**src/rtl/life_pkg.sv**
```systemverilog
// ============================================================================
//  Module  : life_pkg
//  Brief   : Shared types and width constants for the Life generation scheduler.
//  Revision: 1.0
// ============================================================================
`default_nettype none

package life_pkg;

    localparam int GRID_W_DEF = 32;
    localparam int GRID_H_DEF = 24;
    localparam int IW_DEF     = $clog2(GRID_W_DEF * GRID_H_DEF);
    localparam int AW_DEF     = IW_DEF + 1;

    typedef enum logic [1:0] {
        S_IDLE   = 2'd0,
        S_SWEEP  = 2'd1,
        S_COMMIT = 2'd2
    } life_state_e;

    // Coordinate counters need at least one bit even for a one-cell axis.
    function automatic int coord_w(input int n);
        return (n > 1) ? $clog2(n) : 1;
    endfunction

endpackage

`default_nettype wire

```
**src/rtl/life_mem_arbiter.sv**
```systemverilog
// ============================================================================
//  Module  : life_mem_arbiter
//  Brief   : Fixed-priority display/engine arbiter with double-buffer bank mux.
//  Revision: 1.0
// ============================================================================
`default_nettype none

module life_mem_arbiter #(
    parameter int IW = 10
) (
    input  logic          front_bank_i,
    input  logic          disp_req_i,
    input  logic [IW-1:0] disp_addr_i,
    input  logic          eng_req_i,
    input  logic [IW-1:0] eng_addr_i,
    input  logic          eng_we_i,
    output logic          disp_gnt_o,
    output logic          eng_gnt_o,
    output logic [IW:0]   mem_addr_o,
    output logic          mem_we_o
);

    logic eng_gnt;

    assign eng_gnt    = eng_req_i & ~disp_req_i;
    assign disp_gnt_o = disp_req_i;
    assign eng_gnt_o  = eng_gnt;
    assign mem_we_o   = eng_gnt & eng_we_i;

    // Engine writes land in the back bank; every read sees the front bank.
    always_comb begin
        mem_addr_o = {front_bank_i, disp_addr_i};
        if (eng_gnt) begin
            mem_addr_o = {(eng_we_i ? ~front_bank_i : front_bank_i), eng_addr_i};
        end
    end

endmodule

`default_nettype wire

```
**src/rtl/life_gen_scheduler.sv**
```systemverilog
// ============================================================================
//  Module  : life_gen_scheduler
//  Brief   : Schedules Life generations on frame ticks, sweeps cells for the
//            update engine and flips the display bank on commit.
//            Optional macro LIFE_SCHED_OVERRUN_CNT_EN enables the overrun counter.
//  Revision: 1.0
// ============================================================================
`default_nettype none

module life_gen_scheduler
    import life_pkg::*;
#(
    parameter  int GRID_W    = GRID_W_DEF,
    parameter  int GRID_H    = GRID_H_DEF,
    parameter  int FRAME_DIV = 8,
    localparam int IW        = $clog2(GRID_W * GRID_H),
    localparam int AW        = IW + 1,
    localparam int XW        = coord_w(GRID_W),
    localparam int YW        = coord_w(GRID_H)
) (
    input  logic          clk_i,
    input  logic          reset_i,
    input  logic          frame_tick_i,
    input  logic          run_i,
    input  logic          step_i,
    input  logic          disp_req_i,
    input  logic [IW-1:0] disp_addr_i,
    input  logic          eng_req_i,
    input  logic [IW-1:0] eng_addr_i,
    input  logic          eng_we_i,
    input  logic          cell_done_i,
    output logic          disp_gnt_o,
    output logic          eng_gnt_o,
    output logic [AW-1:0] mem_addr_o,
    output logic          mem_we_o,
    output logic          cell_valid_o,
    output logic [XW-1:0] cell_x_o,
    output logic [YW-1:0] cell_y_o,
    output logic          gen_busy_o,
    output logic          front_bank_o,
    output logic          overrun_o,
    output logic [15:0]   gen_count_o,
    output logic [7:0]    overrun_count_o
);

    localparam logic [7:0]    DIV_LAST = 8'(FRAME_DIV - 1);
    localparam logic [XW-1:0] X_LAST   = XW'(GRID_W - 1);
    localparam logic [YW-1:0] Y_LAST   = YW'(GRID_H - 1);

    life_state_e   state_q;
    logic [7:0]    frame_cnt_q;
    logic          step_pending_q;
    logic          front_bank_q;
    logic [15:0]   gen_count_q;
    logic [XW-1:0] cell_x_q;
    logic [YW-1:0] cell_y_q;
    logic          cell_valid_q;
    logic          overrun_q;
    logic          trigger;
    logic          overrun_hit;

    // A pending step is only honoured on a frame tick it did not arrive with.
    assign trigger     = frame_tick_i & ((run_i & (frame_cnt_q == DIV_LAST)) | step_pending_q);
    assign overrun_hit = trigger & (state_q != S_IDLE);

    always_ff @(posedge clk_i or posedge reset_i) begin
        if (reset_i) begin
            state_q        <= S_IDLE;
            frame_cnt_q    <= 8'd0;
            step_pending_q <= 1'b0;
            front_bank_q   <= 1'b0;
            gen_count_q    <= 16'd0;
            cell_x_q       <= '0;
            cell_y_q       <= '0;
            cell_valid_q   <= 1'b0;
            overrun_q      <= 1'b0;
        end else begin
            overrun_q <= overrun_hit;

            if (!run_i) begin
                frame_cnt_q <= 8'd0;
            end else if (frame_tick_i) begin
                frame_cnt_q <= (frame_cnt_q == DIV_LAST) ? 8'd0 : frame_cnt_q + 8'd1;
            end

            if (trigger && (state_q == S_IDLE)) begin
                step_pending_q <= 1'b0;
            end
            if (step_i) begin
                step_pending_q <= 1'b1;
            end

            case (state_q)
                S_IDLE: begin
                    if (trigger) begin
                        state_q      <= S_SWEEP;
                        cell_valid_q <= 1'b1;
                        cell_x_q     <= '0;
                        cell_y_q     <= '0;
                    end
                end
                S_SWEEP: begin
                    if (cell_done_i && cell_valid_q) begin
                        if (cell_x_q == X_LAST) begin
                            cell_x_q <= '0;
                            if (cell_y_q == Y_LAST) begin
                                cell_y_q     <= '0;
                                cell_valid_q <= 1'b0;
                                state_q      <= S_COMMIT;
                            end else begin
                                cell_y_q <= cell_y_q + 1'b1;
                            end
                        end else begin
                            cell_x_q <= cell_x_q + 1'b1;
                        end
                    end
                end
                S_COMMIT: begin
                    front_bank_q <= ~front_bank_q;
                    gen_count_q  <= gen_count_q + 16'd1;
                    state_q      <= S_IDLE;
                end
                default: begin
                    state_q      <= S_IDLE;
                    cell_valid_q <= 1'b0;
                end
            endcase
        end
    end

`ifdef LIFE_SCHED_OVERRUN_CNT_EN
    logic [7:0] overrun_count_q;

    always_ff @(posedge clk_i or posedge reset_i) begin
        if (reset_i) begin
            overrun_count_q <= 8'd0;
        end else if (overrun_hit && (overrun_count_q != 8'hFF)) begin
            overrun_count_q <= overrun_count_q + 8'd1;
        end
    end

    assign overrun_count_o = overrun_count_q;
`else
    assign overrun_count_o = 8'd0;
`endif

    assign cell_valid_o = cell_valid_q;
    assign cell_x_o     = cell_x_q;
    assign cell_y_o     = cell_y_q;
    assign gen_busy_o   = (state_q != S_IDLE);
    assign front_bank_o = front_bank_q;
    assign overrun_o    = overrun_q;
    assign gen_count_o  = gen_count_q;

    life_mem_arbiter #(
        .IW (IW)
    ) u_arb (
        .front_bank_i (front_bank_q),
        .disp_req_i   (disp_req_i),
        .disp_addr_i  (disp_addr_i),
        .eng_req_i    (eng_req_i),
        .eng_addr_i   (eng_addr_i),
        .eng_we_i     (eng_we_i),
        .disp_gnt_o   (disp_gnt_o),
        .eng_gnt_o    (eng_gnt_o),
        .mem_addr_o   (mem_addr_o),
        .mem_we_o     (mem_we_o)
    );

endmodule

`default_nettype wire

```
**config.mk**
```make
export PLATFORM = sky130hd
export DESIGN_NAME = life_gen_scheduler
export DESIGN_NICKNAME = d
export VERILOG_FILES = /design/src/rtl/life_pkg.sv /design/src/rtl/life_mem_arbiter.sv /design/src/rtl/life_gen_scheduler.sv
export SDC_FILE = /design/constraint.sdc
export NUM_CORES = 1
export LEC_CHECK = 0
export ABC_AREA = 1
export BUFFER_PORTS_ARGS = -buffer_cell sky130_fd_sc_hd__buf_2
export CORE_ASPECT_RATIO = 1.1
export CORE_MARGIN = 5
export CORE_UTILIZATION = 49
export DETAILED_ROUTE_END_ITERATION = 8
export GPL_ROUTABILITY_DRIVEN = 0
export PLACE_DENSITY = 0.9
export SYNTH_ARGS = -nofsm -noshare
export SYNTH_HDL_FRONTEND = slang
export SYNTH_HIERARCHICAL = 1
export SYNTH_SLANG_ARGS = --single-unit
```
**constraint.sdc**
```tcl
create_clock -name clk_i -period 2.1 [get_ports clk_i]
set_input_delay 0.21 -clock clk_i [delete_from_list [all_inputs] [get_ports clk_i]]
set_output_delay 0.21 -clock clk_i [all_outputs]
set_load 0.005 [all_outputs]
```
# == After elaboration in Yosys (flattened, before gate mapping) ==
# Cells that the tools add are included.
# totals
reg_bits,40
elab_cells,67
# op_classes
addsub,4
eq_ne,10
n_mux,25
bitwise,9
n_reduce_logical,10
# ops
cell,n
5-bit two-way mux,6
8-bit two-way mux,3
5-bit one-hot mux with 2 select lines,2
"16-bit by 1-bit adder with 16-bit output, second input constant",1
11-bit two-way mux,1
"5-bit by 1-bit adder with 5-bit output, second input constant",2
"5-bit equality test, second input constant",2
"2-bit inequality test, second input constant",5
"8-bit by 1-bit adder with 8-bit output, second input constant",1
"8-bit by 3-bit equality test with 1-bit output, second input constant",1
2-bit two-way mux,4
4-bit AND reduction,2
1-bit two-way mux,7
2-bit nonzero test,3
1-bit AND,5
5-bit AND reduction,1
2-bit one-hot mux with 2 select lines,1
1-bit NOT,3
1-bit one-hot mux with 3 select lines,1
3-bit AND reduction,1
"2-bit by 1-bit equality test with 1-bit output, second input constant",1
"2-bit equality test, second input constant",1
1-bit logical AND,2
2-bit logical NOT,1
1-bit bitwise OR,1

# == Longest topological paths before layout ==
# logic_depth
word_depth,7
ltp_mapped,10
depth_no_buf,10

# == Cells and area by module ==
# The synthesis kept the hierarchy.
# modules_own_cells
mod,instances,cells_each,area_per_inst_um2,seq_area_each_um2
life_gen_scheduler,1,238,2058.2,1001.0
life_mem_arbiter,1,42,178.9,0.0

# == Worst setup path after synthesis ==
# No wires, ideal clock.
# synth_timing
kind,register -> register
startpoint,register cell_x_q[0] (netlist: cell_x_o[0])
endpoint,register cell_y_q[0] (netlist: cell_y_o[0])
arrival_ps,1481
setup_slack_ps,502
stages_incl_launch_ff,10
path_buffers,0
period_less_slack_ps,1598
cell_sequence,dfrtp_1 -> ha_1 -> nand2_1 -> nor2_1 -> ha_1 -> nor2_2 -> nor2_1 -> nand3_1 -> nand2_1 -> nand2_1
# synth_between
elab_chain_len,3
# synth_lines
item,line_no,text
start: declaration,life_gen_scheduler.sv:55,logic [XW-1:0] cell_x_q;
start signal: assignment,life_gen_scheduler.sv:114,cell_x_q <= cell_x_q + 1'b1;
5-bit equality test,life_gen_scheduler.sv:104,if (cell_x_q == X_LAST) begin
2-bit inequality test (no source line),--,
4-bit AND reduction (no source line),--,
end signal: assignment,life_gen_scheduler.sv:111,cell_y_q <= cell_y_q + 1'b1;
end: declaration,life_gen_scheduler.sv:56,logic [YW-1:0] cell_y_q;
# Every way passes these cells.
# A chain may end at the register's enable or synchronous reset.

# == Worst setup path after layout ==
# layout_timing
startpoint,register cell_x_q[0] (netlist: cell_x_o[0])
endpoint,register cell_y_q[1] (netlist: cell_y_o[1])
# Same word-level chain as after synthesis.

==> reports/metrics.csv <==
stage;metric;value;unit
floorplan;dieArea;6020;µm²
synth;synth_cell_types;29;
sta;period_minus_slack;1.79;ns
power;p_per_area;525;nW/µm²
synth;synth-main-ff-cell;dfrtp_1;
critical_path;cp_cell_sequence;ha_1 > nand2_1 > nor2_1 > ha_1 > nor2_2 > nor2_1 > nand3_1 > nand2_1 > nand2_1;
sta;finalMaxSlewViolations;0;
sta;maxClockFrequency;558;MHz
detailed_routing;avgRoutedWirePerCell;11.6;µm
detailed_routing;highest_layer;met4;
sta;finalCritPeriodShare;85.4;%
clock_tree;root_buffer;clkbuf_8;
global_routing;grt_pass1_wl;7850;µm
critical_path;rr_startpoint;cell_x_o[0];
global_routing;grt_max_degree;41;
clock_tree;clk_latency;0.29;ns
power;p_total;1.42;mW
place;port_buffers;72;
floorplan;coreArea;4350;µm²
sta;max_slew_margin;66.4;%
clock_tree;clk_pin_slew;0.08;ns
outcome;status;complete, no violations;
clock_tree;ctsHoldBuffers;0;
synth;synth_area;2240;µm²
synth;avgSynthCellArea;7.99;µm²
detailed_routing;postRouteWirelength;4780;µm
power;power_frac_seq;54.9;%
synth;synth_simple_gate_area_share;30.6;%
hold_path;hold_path.class;input pin to async pin;
detailed_routing;routed-wl-met2;2380;µm
critical_path;crit_type;register to register;
power;p_comb_share;8.0;%
floorplan;ioPinCount;81;
synth;ys_top_cells_by_area;dfrtp_1, nand2_1, xor2_1, nor2_1, nand3_1;
floorplan;start_util;51.5;%
final_layout;final_nets;390;
detailed_routing;vias;1985;
critical_path;crit_fanout;6;
clock_tree;cts_tree;done;
power;switchingPower;335;µW
final_layout;fin_util;62.2;%
power;swShare;23.6;%
clock_tree;clockBufferDepth;2;
synth;yosys.area.top_type;dfrtp_1;
synth;synth-compound-area-share;5.09;%
global_routing;grt_util_all_layers;16.6;%
critical_path;arrival;1.97;ns
synth;synth_top_family_by_area;simple AND/OR/NAND/NOR gates;
floorplan;die_x;74.4;µm
floorplan;rows;25;
final_layout;layout-drive-gt1-share;28.3;%
sta;hold_ws;0.0135;ns
sta;hold_viol;0;
synth;synthAdderAreaFrac;2.80;%
critical_path;cp-startpoint;cell_x_o[0];
sta;max_slew.worst_pin.slew;0.505;ns
critical_path;cpMaxStageDelayCell;dfrtp_1;
sta;setup_viol;0;
synth;seq_area_frac_synth;44.7;%
global_routing;first_global_vias;1859;
place;dp.cells;403;
power;power_leakage;1.60;nW
critical_path;crit_top_cell;nand2_1;
detailed_routing;avgViaCountPerCell;4.83;
synth;ys_seq_elements;40;
final_layout;fin_cells;411;
critical_path;end_kind;register;
floorplan;die_h;80.9;µm
detailed_routing;drt_iter0_markers;63;
critical_path;start_kind;register;
synth;synthArstFlopShare;100;%
global_routing;grt_overflow_total;0;
clock_tree;h-tree-depth;2;
power;p_int;1.09;mW
detailed_routing;ant_nets;0;
synth;synth_edf_count;0;
detailed_routing;first_pass_iters;4;
global_routing;antenna_found_initial;0;
clock_tree;postCtsSetupBuffers;0;
detailed_routing;drc;0;
sta;skew;0.00585;ns
job;maxCapViolations;0;
clock_tree;cts_resized;0;
sta;rsz0062_at_grt;false;
sta;finalSetupTns;0;ns
final_layout;diodes;0;
clock_tree;numCtsBuffers;5;
synth;synth_mux_area_share;0;%
detailed_routing;m1WireLength;1840;µm
critical_path;required;2.28;ns
synth;yosys_warnings;6;
final_layout;syn_to_final_growth;20.9;%
detailed_routing;dr_wl_met3;522;µm
synth;synthXorXnorAreaFrac;7.83;%
synth;synth_top_area_share;44.7;%
synth;yosysMostFrequentCell;nand2_1;
synth;synth.cells.most_frequent;nand2_1, dfrtp_1, nor2_1;
clock_tree;clock-sinks;40;
power;pwr-share-clk;37.1;%
power;ir_drop;0.449;mV
place;dp_hpwl;3690;µm
synth;synth_cells;280;
critical_path;cpPeakStageDelay;0.41;ns
area by class of cell:
class / instances / area [µm²]
well taps: 54 / 67.6
repair buffers: 73 / 368
clock inverters: 2 / 10.0
flip-flops and latches: 40 / 1000
clock buffers: 6 / 82.6
multi-input cells: 207 / 1070
inverters: 29 / 109
fillers: 393 / 1640
logic make-up (layout without fill, tap and decap cells):
group | count (synthesis) | after routing
buffers and inverters | 40 | 110
XOR/XNOR | 20 | 20
other | 1 | 8
AND/OR/NAND/NOR | 154 | 154
flip-flops | 40 | 40
adder cells (fa/ha/maj) | 5 | 5
AO/OA/AOI/OAI | 20 | 20
stage by stage:
stage / instance area, µm² / setup slack [ns]
detailed placement: 2610 / 0.349
global route: 2710 / 0.110
floorplan: 2260 / 0.502
CTS: 2710 / 0.323
global placement: 2610 / 0.448
finish: 2710 / 0.306
worst paths after layout:
kind | endpoint | slack [ns] | depth (start not counted)
worst max-delay path | cell_y_o[1] | 0.31 | 9
worst min-delay path | gen_count_o[2] | 0.01 | 3
worst max register to register | cell_y_o[1] | 0.31 | 9
worst min register to register | gen_count_o[15] | 0.49 | 1
max in group asynchronous | cell_y_o[0] | 1.72 | 3
min in group clk_i | step_pending_q | 0.10 | 2
layout by cell type, fill, tap and decap left out, types with 3 or more instances in the layout:
cell type,synthesis,final
nand2_1,88,88
buf_2,0,72
dfrtp_1,40,40
nor2_1,26,26
inv_1,18,18
nand3_1,16,16
xor2_1,12,12
inv_2,9,9
xnor2_1,8,8
nand4_1,8,8
conb_1,1,8
o21ai_1,7,7
a21oi_1,6,6
clkbuf_8,0,6
nand2_2,5,5
ha_1,5,5
nor3_1,3,3
routing by layer:
| metal | up-vias | GRT usage, % |
|---|---|---|
| li1 | 1021 | - |
| met2 | 67 | 31.1 |
| met5 | - | 0 |
| met1 | 891 | 17.5 |
| met3 | 6 | 4.58 |
| met4 | 0 | 5.87 |
flip-flops by register name, indices dropped and copies added (netlist names):
register / cells
gen_count_o: 16
frame_cnt_q: 8
cell_x_o: 5
cell_y_o: 5
state_q: 2
cell_valid_o: 1
front_bank_o: 1
overrun_o: 1
step_pending_q: 1
power groups by stage:
| stage | Sequential [mW] | Clock, mW | Combinational [mW] |
|---|---|---|---|
| after floorplan | 0.795 | 0 | 0.0718 |
| after global placement | 0.795 | 0 | 0.112 |
| after detailed placement | 0.795 | 0 | 0.115 |
| after CTS | 0.780 | 0.547 | 0.116 |
| after global routing | 0.781 | 0.584 | 0.132 |
| final | 0.780 | 0.527 | 0.113 |
critical path, delay by kind of cell (launching register included):
kind,cells,cell delay (ns)
simple gates,7,0.88
fa+ha+maj,2,0.38
flops,1,0.41
(Power assumes the default switching activity.)
